<file path="src/rtl/pe_conv_sequencer_if.sv">
// Tap link between the convolution sequencer (master) and the MAC datapath (slave).
interface pe_conv_sequencer_if #(parameter int ADDR_W = 16);
    logic              tap_valid;
    logic              tap_ready;
    logic [ADDR_W-1:0] tap_addr;
    logic              tap_pad;
    logic              tap_first;
    logic              tap_last;
    logic [ADDR_W-1:0] out_addr;

    modport master (output tap_valid, tap_addr, tap_pad, tap_first, tap_last, out_addr,
                    input  tap_ready);
    modport slave  (input  tap_valid, tap_addr, tap_pad, tap_first, tap_last, out_addr,
                    output tap_ready);
endinterface

</file>
<file path="src/rtl/pe_conv_sequencer.sv">
// Convolution tap sequencer: walks oy/ox/ky/kx and issues one buffer address per tap.
// Optional macro PE_SEQ_PERF_EN enables the saturating backpressure counter stall_cnt.
module pe_conv_sequencer #(
    parameter int ADDR_W = 16,
    parameter int DIM_W  = 8,
    parameter int KDIM_W = 4
) (
    input  logic              clk,
    input  logic              rst,
    input  logic              start,
    input  logic [KDIM_W-1:0] kernel_h,
    input  logic [KDIM_W-1:0] kernel_w,
    input  logic [DIM_W-1:0]  input_h,
    input  logic [DIM_W-1:0]  input_w,
    input  logic [KDIM_W-1:0] stride,
    input  logic [KDIM_W-1:0] padding,
    input  logic [DIM_W-1:0]  output_h,
    input  logic [DIM_W-1:0]  output_w,
    output logic              busy,
    output logic              done,
    output logic [31:0]       stall_cnt,
    pe_conv_sequencer_if.master tap
);
    localparam int SW = DIM_W + KDIM_W + 1;

    typedef struct packed {
        logic [KDIM_W-1:0] kh, kw, stride, pad;
        logic [DIM_W-1:0]  ih, iw, oh, ow;
    } cfg_t;

    typedef enum logic [1:0] {IDLE, RUN, DONE} state_t;

    state_t            state;
    cfg_t              cfg;
    logic [DIM_W-1:0]  oy, ox;
    logic [KDIM_W-1:0] ky, kx;

    logic signed [SW-1:0] iy, ix;
    logic              pad, hs, cfg_zero;
    logic              kx_end, ky_end, ox_end, oy_end;
    logic [ADDR_W-1:0] lin_addr, win_addr;

    // Computed mod 2^SW then read as signed; the true range always fits in SW bits.
    assign iy = $signed(SW'(oy) * SW'(cfg.stride) + SW'(ky) - SW'(cfg.pad));
    assign ix = $signed(SW'(ox) * SW'(cfg.stride) + SW'(kx) - SW'(cfg.pad));
    assign pad = (iy < 0) || (iy >= $signed(SW'(cfg.ih))) ||
                 (ix < 0) || (ix >= $signed(SW'(cfg.iw)));
    assign lin_addr = ADDR_W'(iy) * ADDR_W'(cfg.iw) + ADDR_W'(ix);
    assign win_addr = ADDR_W'(oy) * ADDR_W'(cfg.ow) + ADDR_W'(ox);

    assign kx_end = (kx == cfg.kw - KDIM_W'(1));
    assign ky_end = (ky == cfg.kh - KDIM_W'(1));
    assign ox_end = (ox == cfg.ow - DIM_W'(1));
    assign oy_end = (oy == cfg.oh - DIM_W'(1));
    assign hs     = busy && tap.tap_ready;

    assign cfg_zero = (kernel_h == '0) || (kernel_w == '0) || (output_h == '0) ||
                      (output_w == '0) || (stride == '0);

    // Decode is gated by busy so stale shadow config never leaks onto the link.
    assign tap.tap_valid = busy;
    assign tap.tap_pad   = busy && pad;
    assign tap.tap_addr  = (busy && !pad) ? lin_addr : '0;
    assign tap.tap_first = busy && (ky == '0) && (kx == '0);
    assign tap.tap_last  = busy && ky_end && kx_end;
    assign tap.out_addr  = busy ? win_addr : '0;

    always_ff @(posedge clk or posedge rst) begin
        if (rst) begin
            state <= IDLE;
            busy  <= 1'b0;
            done  <= 1'b0;
            cfg   <= '0;
            oy    <= '0;
            ox    <= '0;
            ky    <= '0;
            kx    <= '0;
        end else begin
            case (state)
                IDLE: begin
                    done <= 1'b0;
                    if (start) begin
                        cfg <= '{kh: kernel_h, kw: kernel_w, stride: stride, pad: padding,
                                 ih: input_h, iw: input_w, oh: output_h, ow: output_w};
                        oy  <= '0;
                        ox  <= '0;
                        ky  <= '0;
                        kx  <= '0;
                        if (cfg_zero) begin
                            state <= DONE;
                            done  <= 1'b1;
                        end else begin
                            state <= RUN;
                            busy  <= 1'b1;
                        end
                    end
                end
                RUN: begin
                    if (hs) begin
                        if (!kx_end) kx <= kx + KDIM_W'(1);
                        else begin
                            kx <= '0;
                            if (!ky_end) ky <= ky + KDIM_W'(1);
                            else begin
                                ky <= '0;
                                if (!ox_end) ox <= ox + DIM_W'(1);
                                else begin
                                    ox <= '0;
                                    if (!oy_end) oy <= oy + DIM_W'(1);
                                    else begin
                                        oy    <= '0;
                                        state <= DONE;
                                        busy  <= 1'b0;
                                        done  <= 1'b1;
                                    end
                                end
                            end
                        end
                    end
                end
                DONE: begin
                    done  <= 1'b0;
                    state <= IDLE;
                end
                default: begin
                    state <= IDLE;
                    busy  <= 1'b0;
                    done  <= 1'b0;
                end
            endcase
        end
    end

`ifdef PE_SEQ_PERF_EN
    always_ff @(posedge clk or posedge rst) begin
        if (rst)
            stall_cnt <= '0;
        else if (state == IDLE && start)
            stall_cnt <= '0;
        else if (busy && !tap.tap_ready && stall_cnt != '1)
            stall_cnt <= stall_cnt + 32'd1;
    end
`else
    assign stall_cnt = '0;
`endif
endmodule

</file>
<file path="src/flat_wrapper.sv">
// flat-port wrapper written by rule: the top's interface ports become plain ports
module pe_conv_sequencer_flat 
#(
    parameter int ADDR_W = 16,
    parameter int DIM_W  = 8,
    parameter int KDIM_W = 4
)
  (clk, rst, start, kernel_h, kernel_w, input_h, input_w, stride, padding, output_h, output_w, busy, done, stall_cnt, tap_tap_valid, tap_tap_addr, tap_tap_pad, tap_tap_first, tap_tap_last, tap_out_addr, tap_tap_ready);
  pe_conv_sequencer_if #(.ADDR_W(ADDR_W)) tap_i ();
  input  logic clk;
  input  logic rst;
  input  logic start;
  input  logic [KDIM_W-1:0] kernel_h;
  input  logic [KDIM_W-1:0] kernel_w;
  input  logic [DIM_W-1:0] input_h;
  input  logic [DIM_W-1:0] input_w;
  input  logic [KDIM_W-1:0] stride;
  input  logic [KDIM_W-1:0] padding;
  input  logic [DIM_W-1:0] output_h;
  input  logic [DIM_W-1:0] output_w;
  output logic busy;
  output logic done;
  output logic [31:0] stall_cnt;
  output wire logic [$bits(tap_i.tap_valid)-1:0] tap_tap_valid;
  output wire logic [$bits(tap_i.tap_addr)-1:0] tap_tap_addr;
  output wire logic [$bits(tap_i.tap_pad)-1:0] tap_tap_pad;
  output wire logic [$bits(tap_i.tap_first)-1:0] tap_tap_first;
  output wire logic [$bits(tap_i.tap_last)-1:0] tap_tap_last;
  output wire logic [$bits(tap_i.out_addr)-1:0] tap_out_addr;
  input wire logic [$bits(tap_i.tap_ready)-1:0] tap_tap_ready;
  assign tap_tap_valid = tap_i.tap_valid;
  assign tap_tap_addr = tap_i.tap_addr;
  assign tap_tap_pad = tap_i.tap_pad;
  assign tap_tap_first = tap_i.tap_first;
  assign tap_tap_last = tap_i.tap_last;
  assign tap_out_addr = tap_i.out_addr;
  assign tap_i.tap_ready = tap_tap_ready;
  pe_conv_sequencer #(.ADDR_W(ADDR_W), .DIM_W(DIM_W), .KDIM_W(KDIM_W)) u_core (.clk(clk), .rst(rst), .start(start), .kernel_h(kernel_h), .kernel_w(kernel_w), .input_h(input_h), .input_w(input_w), .stride(stride), .padding(padding), .output_h(output_h), .output_w(output_w), .busy(busy), .done(done), .stall_cnt(stall_cnt), .tap(tap_i));
endmodule
</file>
<file path="config.mk">
export PLATFORM = sky130hd
export DESIGN_NAME = pe_conv_sequencer_flat
export DESIGN_NICKNAME = d
export VERILOG_FILES = /design/src/rtl/pe_conv_sequencer_if.sv /design/src/rtl/pe_conv_sequencer.sv /design/src/flat_wrapper.sv
export SDC_FILE = /design/constraint.sdc
export NUM_CORES = 1
export LEC_CHECK = 0
export ABC_AREA = 1
export BUFFER_PORTS_ARGS = -buffer_cell sky130_fd_sc_hd__buf_2
export CAP_MARGIN = 10
export CELL_PAD_IN_SITES_DETAIL_PLACEMENT = 0
export CELL_PAD_IN_SITES_GLOBAL_PLACEMENT = 2
export CORE_MARGIN = 2
export CORE_UTILIZATION = 30
export DETAILED_ROUTE_END_ITERATION = 12
export PLACE_DENSITY = 0.7
export SETUP_SLACK_MARGIN = 0.4
export SLEW_MARGIN = 0
export SYNTH_ARGS = -nofsm -noshare
export SYNTH_HDL_FRONTEND = slang
export SYNTH_SLANG_ARGS = --single-unit
</file>
<file path="constraint.sdc">
create_clock -name clk -period 19.1 [get_ports clk]
set_input_delay 3.82 -clock clk [delete_from_list [all_inputs] [get_ports clk]]
set_output_delay 3.82 -clock clk [all_outputs]
set_load 0.01 [all_outputs]
</file>
==> summary.txt, run 1 <==
Run status
  • Status: finished clean

Clocking
  • Setup Fix Bufs, Post-CTS: 0
  • Insertion delay to the later sink of the worst-skew pair: 0.38 ns
  • Cts bufs inserted: 9
  • Cts-stage hold buffer count: 0
  • CTS root buffer: clkbuf_16
  • Max Buffers Root-to-Sink: 2
  • CTS sink cnt: 76
  • Worst-path clk slew: 0.07 ns
  • CTS tree: done
  • CTS resizes: 0
  • H-tree levels: 3

Worst hold path
  • Hold Path Stages: 2
  • Hold Crit Class: reg -> reg
  • Hold path start: u_core.cfg[9]
  • Hold endpoint: u_core.cfg[9]

Yosys
  • Seq/Total Area, Yosys: 14.3%
  • Distinct cells, synth: 47
  • Post-synthesis cell count: 1800
  • Synth async-reset ratio: 100%
  • YS warnings: 0
  • Synth Area per Inst: 7.41 um2
  • Register bit total from synthesis: 76
  • Post-synth EDFFs: 0
  • Synthesized area: 13300 um2
  • Top_reg_cell synth: dfrtp_1

Worst setup path
  • Crit Reg-Reg Endpoint: u_core.oy[6]
  • R2R Setup Slk: 16.09 ns
  • WP data arrival: 8.78 ns
  • Most common cell on crit path: nand2_1
  • WS Path Type: reg -> out
  • Worst Path Max Fanout: 17
  • Reg2reg start: u_core.state[1]
  • CP max stage delay: 0.76 ns
  • Slowest-stage cell, CP: dfrtp_1
  • Crit path launch type: register
  • Crit. End Element: output port
  • FF-to-FF path depth: 12
  • Data required time at the worst endpoint: 15.28 ns

Die
  • Full die area: 46100 um2
  • Row count: 77
  • DIE HEIGHT: 215 um
  • Core Box Area: 44000 um2
  • Die Width: 215 um
  • Ports: 122
  • Initial Util: 30.3%

Timing
  • Hold Violations, Final: 0
  • Hold Slack: 0.488 ns
  • Period Utilization, post-route: 66.0%
  • Slew HR: 31.8%
  • Max-slew violation count: 0
  • RSZ-0062 raised after global routing: no
  • Slew @ Worst Pin: 1.02 ns
  • Max Clock Freq: 79.3 MHz
  • Final setup violation count: 0
  • Skew final: 0.0178 ns
  • Setup ws final: 6.50 ns
  • Post-Route Setup TNS: 0 ns
  • Crit path time final: 12.60 ns

Pwr
  • Power per Cell Area: 25.5 nW/um2
  • LEAKAGE: 8.45 nW
  • Total power: 0.370 mW
  • Maximum VDD drop: 0.0408 mV

Place
  • Placed Instances: 2428
  • Final Wtd Congestion: 0.800
  • DP Area: 14200 um2
  • Number of I/O port buffers: 89
  • Placed wire-length estimate: 29700 um
  • Placement Setup Slack: 6.88 ns

Finish
  • Final instance area: 14500 um2
  • Synth-to-layout area growth: 8.74%
  • Filler cells: 4848
  • Ant diodes: 0
  • Share of post-route cells with drive strength above 1: 8.21%
  • NumNets Final: 2210
  • Final core occ: 32.9%
  • Post-Layout Cell Count: 2444

GRT
  • GRT Total Usage: 16.2%
  • Vias in the first global route: 11147
  • First-pass GRT wire length: 59500 um
  • Largest net degree at the start of global routing: 73
  • GRT overflow: 0
  • Initial antenna violation count: 0

Drt
  • DR iter-0 viols: 544
  • WL final: 35600 um
  • DR vias/cell: 4.43
  • Post-route ant nets: 0
  • Routed vias: 10821
  • DR pass1 iterations: 5
  • DRC errors left: 0
  • DR WL/cell: 14.5 um

Run
  • Max Cap Viol: 0
cell families (layout without fill, tap and decap cells):
family | Yosys count | count (layout) | synth area share (%)
AO/OA/AOI/OAI | 167 | 167 | 6.82
XOR/XNOR | 57 | 57 | 3.80
adder cells (fa/ha/maj) | 311 | 311 | 37.9
buffers and inverters | 534 | 555 | 16.2
flip-flops | 76 | 76 | 14.3
other | 1 | 32 | 0.0281
AND/OR/NAND/NOR | 654 | 654 | 21.0
sequential cells by signal, indices dropped and copies added, names as in the netlist:
| name | count |
|---|---|
| u_core.cfg | 48 |
| u_core.ox | 8 |
| u_core.oy | 8 |
| u_core.kx | 4 |
| u_core.ky | 4 |
| u_core.state | 2 |
| u_core.busy | 1 |
| u_core.done | 1 |
cells in the mapped netlist (2+ instances only):
library cell | n | area (um2)
a21oi_1 | 64 | 320
a21oi_2 | 2 | 17.5
a31oi_1 | 3 | 18.8
buf_1 | 4 | 15.0
buf_2 | 5 | 25.0
buf_4 | 35 | 263
clkbuf_1 | 43 | 161
clkinv_1 | 2 | 7.51
dfrtp_1 | 76 | 1900
fa_1 | 155 | 3100
ha_1 | 156 | 1950
inv_1 | 440 | 1650
inv_2 | 4 | 15.0
nand2_1 | 430 | 1610
nand2_2 | 7 | 43.8
nand2_4 | 2 | 22.5
nand3_1 | 48 | 240
nand3_2 | 5 | 50.1
nand3b_1 | 4 | 30.0
nand4_1 | 16 | 100
nor2_1 | 92 | 345
nor2_2 | 5 | 31.3
nor2_4 | 7 | 78.8
nor3_1 | 21 | 105
nor3_2 | 2 | 20.0
nor3b_1 | 2 | 15.0
nor4_1 | 6 | 37.5
o2111ai_1 | 2 | 17.5
o211ai_1 | 5 | 37.5
o21ai_0 | 72 | 360
o21ai_1 | 4 | 20.0
o21bai_1 | 7 | 52.6
o221ai_1 | 3 | 26.3
or2_2 | 4 | 25.0
xnor2_1 | 14 | 123
xor2_1 | 42 | 368
layer usage:
metal | global-route usage, % | vias to the layer above | wire length (um)
met5 | 0 | - | 0
met4 | 3.03 | 0 | 413
met3 | 1.98 | 23 | 1010
met2 | 26.9 | 143 | 16500
met1 | 22.8 | 5216 | 17600
li1 | - | 5439 | -
worst max-delay path: cells and delay by family (launching register included):
kind	cells	cell delay, ns
adders and majority gates	10	4.68
and+or+nand+nor	15	1.70
DFF	1	0.76
xor gates and xnor gates	1	0.53
AOI/OAI and AO/OA	3	0.45
buffers and inverters	4	0.27
worst max path at each step:
stage	start	endpoint	slack, ns	cells after the start
after CTS	u_core.oy[3]	tap_tap_addr[15]	6.45	33
after global routing	u_core.oy[3]	tap_tap_addr[15]	5.88	33
after detailed placement	u_core.oy[3]	tap_tap_addr[15]	6.88	33
final	u_core.oy[3]	tap_tap_addr[15]	6.50	33
after floorplan	u_core.oy[3]	tap_tap_addr[15]	7.73	34
after global placement	u_core.oy[3]	tap_tap_addr[15]	7.02	33
layout make-up:
type,count,area (um2),area share [%]
clock buffer,9,225,1.55
clock inverter,7,90.1,0.621
inverter,446,1680,11.6
multi-input combinational,1221,9390,64.8
sequential,76,1900,13.1
tap,592,741,5.11
timing repair buffer,93,475,3.28
where the power goes:
part	switching [mW]	internal [mW]	total [mW]
Sequential	0	0.161	0.161
Combinational	0.00963	0.00430	0.0139
Clock	0.0908	0.105	0.195
cell usage in the layout, fill, tap and decap left out, types with 6 or more instances in the layout:
cell type and n:
o21bai_1 7, nor3_1 21, nand2_2 7, fa_1 155, buf_2 89, nor2_4 7, nand4_1 16, dfrtp_1 76
nor4_1 6, a21oi_1 64, inv_1 438, xor2_1 42, conb_1 32, ha_1 156, xnor2_1 14, nand2_1 430
nand3_1 48, nor2_1 92, o21ai_0 72, clkbuf_16 9
Power figures use the tool's default switching activity.
==> inputs of run 2 (changes only) <==
--- a/config.mk
+++ b/config.mk
@@ -13,7 +13,7 @@
 export CORE_MARGIN = 2
 export CORE_UTILIZATION = 30
 export DETAILED_ROUTE_END_ITERATION = 12
-export PLACE_DENSITY = 0.7
+export PLACE_DENSITY = 0.73
 export SETUP_SLACK_MARGIN = 0.4
 export SLEW_MARGIN = 0
 export SYNTH_ARGS = -nofsm -noshare
==> constraint.sdc (replaced) <==
create_clock -name clk -period 11.1 [get_ports clk]
set_input_delay 2.22 -clock clk [delete_from_list [all_inputs] [get_ports clk]]
set_output_delay 2.22 -clock clk [all_outputs]
set_load 0.01 [all_outputs]
==> summary.txt, run 2 (synthesis results as in run 1) <==
Clocking
  • Insertion delay to the later sink of the worst-skew pair: 0.38 ns
  • Cts bufs inserted: 9
  • CTS tree: done
  • Max Buffers Root-to-Sink: 2
  • CTS root buffer: clkbuf_16
  • Worst-path clk slew: 0.07 ns
  • Cts-stage hold buffer count: 0
  • H-tree levels: 3
  • CTS sink cnt: 76

Timing
  • Post-Route Setup TNS: 0 ns
  • Max-slew violation count: 0
  • Max Clock Freq: 98.4 MHz
  • Crit path time final: 10.17 ns
  • Hold Violations, Final: 0
  • Hold Slack: 0.499 ns
  • Slew @ Worst Pin: 1.08 ns
  • RSZ-0062 raised after global routing: no
  • Final setup violation count: 0
  • Skew final: 0.0146 ns
  • Slew HR: 27.9%
  • Period Utilization, post-route: 91.6%

Drt
  • DR iter-0 viols: 522
  • Routed vias: 10876
  • DR WL/cell: 14.2 um
  • WL final: 35000 um
  • Post-route ant nets: 0
  • DR pass1 iterations: 5
  • DRC errors left: 0
  • DR vias/cell: 4.42

Finish
  • Biggest regs: u_core.cfg: 48 flops, u_core.ox: 8 flops, u_core.oy: 8 flops
  • Highest-count cells in the layout ignoring fill and taps: inv_1 (435), nand2_1 (430), fa_1 (154), ha_1 (154), nor2_1 (91)
  • Filler cells: 4886
  • Register with the most flip-flops: u_core.cfg
  • Ant diodes: 0
  • Most common cell after layout, fill and taps aside: inv_1
  • Share of post-route cells with drive strength above 1: 9.86%
  • Number of flip-flops in the largest register: 48
  • Final instance area: 14600 um2
  • NumNets Final: 2225
  • Synth-to-layout area growth: 9.80%

Pwr
  • Power per Cell Area: 41.7 nW/um2
  • LEAKAGE: 8.48 nW
  • Maximum VDD drop: 0.0677 mV

GRT
  • M2 GR Usage: 26.6%
  • Most Crowded Layer GR: met2
  • Vias in the first global route: 11297
  • Met1 Use GR: 22.2%
  • GRT overflow: 0
  • Initial antenna violation count: 0
  • GRT Total Usage: 16.0%
  • Met3 usage: 1.85%
  • Largest net degree at the start of global routing: 77
  • First-pass GRT wire length: 59200 um

Die
  • Full die area: 46100 um2
  • Die Width: 215 um
  • DIE HEIGHT: 215 um
  • Core Box Area: 44000 um2
  • Initial Util: 30.3%
  • Ports: 122
  • Row count: 77

Worst setup path
  • Crit path launch type: register
  • WS Path Type: reg -> out
  • Data required time at the worst endpoint: 8.88 ns
  • Crit. End Element: output port
  • Slowest-stage cell, CP: fa_1
  • Worst Path Max Fanout: 6
  • CP max stage delay: 0.57 ns
  • WP data arrival: 7.95 ns

Place
  • Placed wire-length estimate: 29400 um
  • Number of I/O port buffers: 89
  • Final Wtd Congestion: 0.815
  • DP Area: 14300 um2

Run
  • Max Cap Viol: 0

Worst hold path
  • Hold Crit Class: reg -> reg

Run status
  • Status: finished clean
run 2: changes by cell type in the layout (fill, tap and decap cells not counted), sizes merged:
cell / change
buf: +15
bufinv: -1
inv: -1
clkinvlp: +2
run 2: power by group:
group | switching (mW) | total (mW) | leakage, nW | internal, mW
clock | 0.152 | 0.309 | 0.140 | 0.157
combinational | 0.0169 | 0.0243 | 7.48 | 0.00739
sequential | 0 | 0.277 | 0.864 | 0.277
run 2: what timing repair did:
action / CTS / global route
cloned: 0 / 0
setup endpoints to repair: 2 / 5
hold endpoints to repair: 0 / 0
buffers inserted: 0 / 3
pin swaps: 0 / 1
gates resized for setup: 3 / 18
run 2: final cells by class:
cell class              count  area [um2]  share of cell area [%]
multi-input cells        1221        9420                    64.4
flip-flops and latches     76        1910                    13.1
inverters                 446        1680                    11.5
well taps                 592         741                    5.06
repair buffers            108         592                    4.04
clock buffers               9         225                    1.54
clock inverters             7        65.1                   0.444
run 2: routing by layer:
| layer | routed length [um] | up-vias |
|---|---|---|
| li1 | - | 5460 |
| met1 | 17000 | 5245 |
| met2 | 16400 | 147 |
| met3 | 1030 | 24 |
| met4 | 527 | 0 |
| met5 | 0 | - |
run 2: critical path: cells and delay by family (launching register included):
| kind | cells | cell delay (ns) |
|---|---|---|
| AND/OR/NAND/NOR | 17 | 1.50 |
| flip-flops | 1 | 0.41 |
| buffers and inverters | 8 | 0.67 |
| AO/OA/AOI/OAI | 2 | 0.26 |
| adder cells (fa/ha/maj) | 11 | 4.70 |
run 2: path summary, 6_finish.rpt:
check,start,endpoint,slack [ns],depth (start not counted)
setup reg to reg,u_core.cfg[40],u_core.oy[6],8.31,14
hold / removal,u_core.cfg[9],u_core.cfg[9],0.50,2
min in group asynchronous,rst,u_core.state[1],2.18,3
max in group asynchronous,rst,u_core.oy[1],8.11,3
hold reg to reg,u_core.cfg[9],u_core.cfg[9],0.50,2
setup / recovery,u_core.ky[1],tap_tap_addr[15],0.93,38
run 2: through the flow:
step	util (%)	total power [mW]	instances	setup slack (ns)
6_report	33.2	0.610	2459	0.935
5_1_grt	33.2	0.635	2459	0.426
4_1_cts	33.1	0.624	2456	0.453
3_5_place_dp	32.4	0.307	2440	0.644
3_3_place_gp	32.4	0.307	2440	0.782
2_1_floorplan	-	0.301	1831	1.33
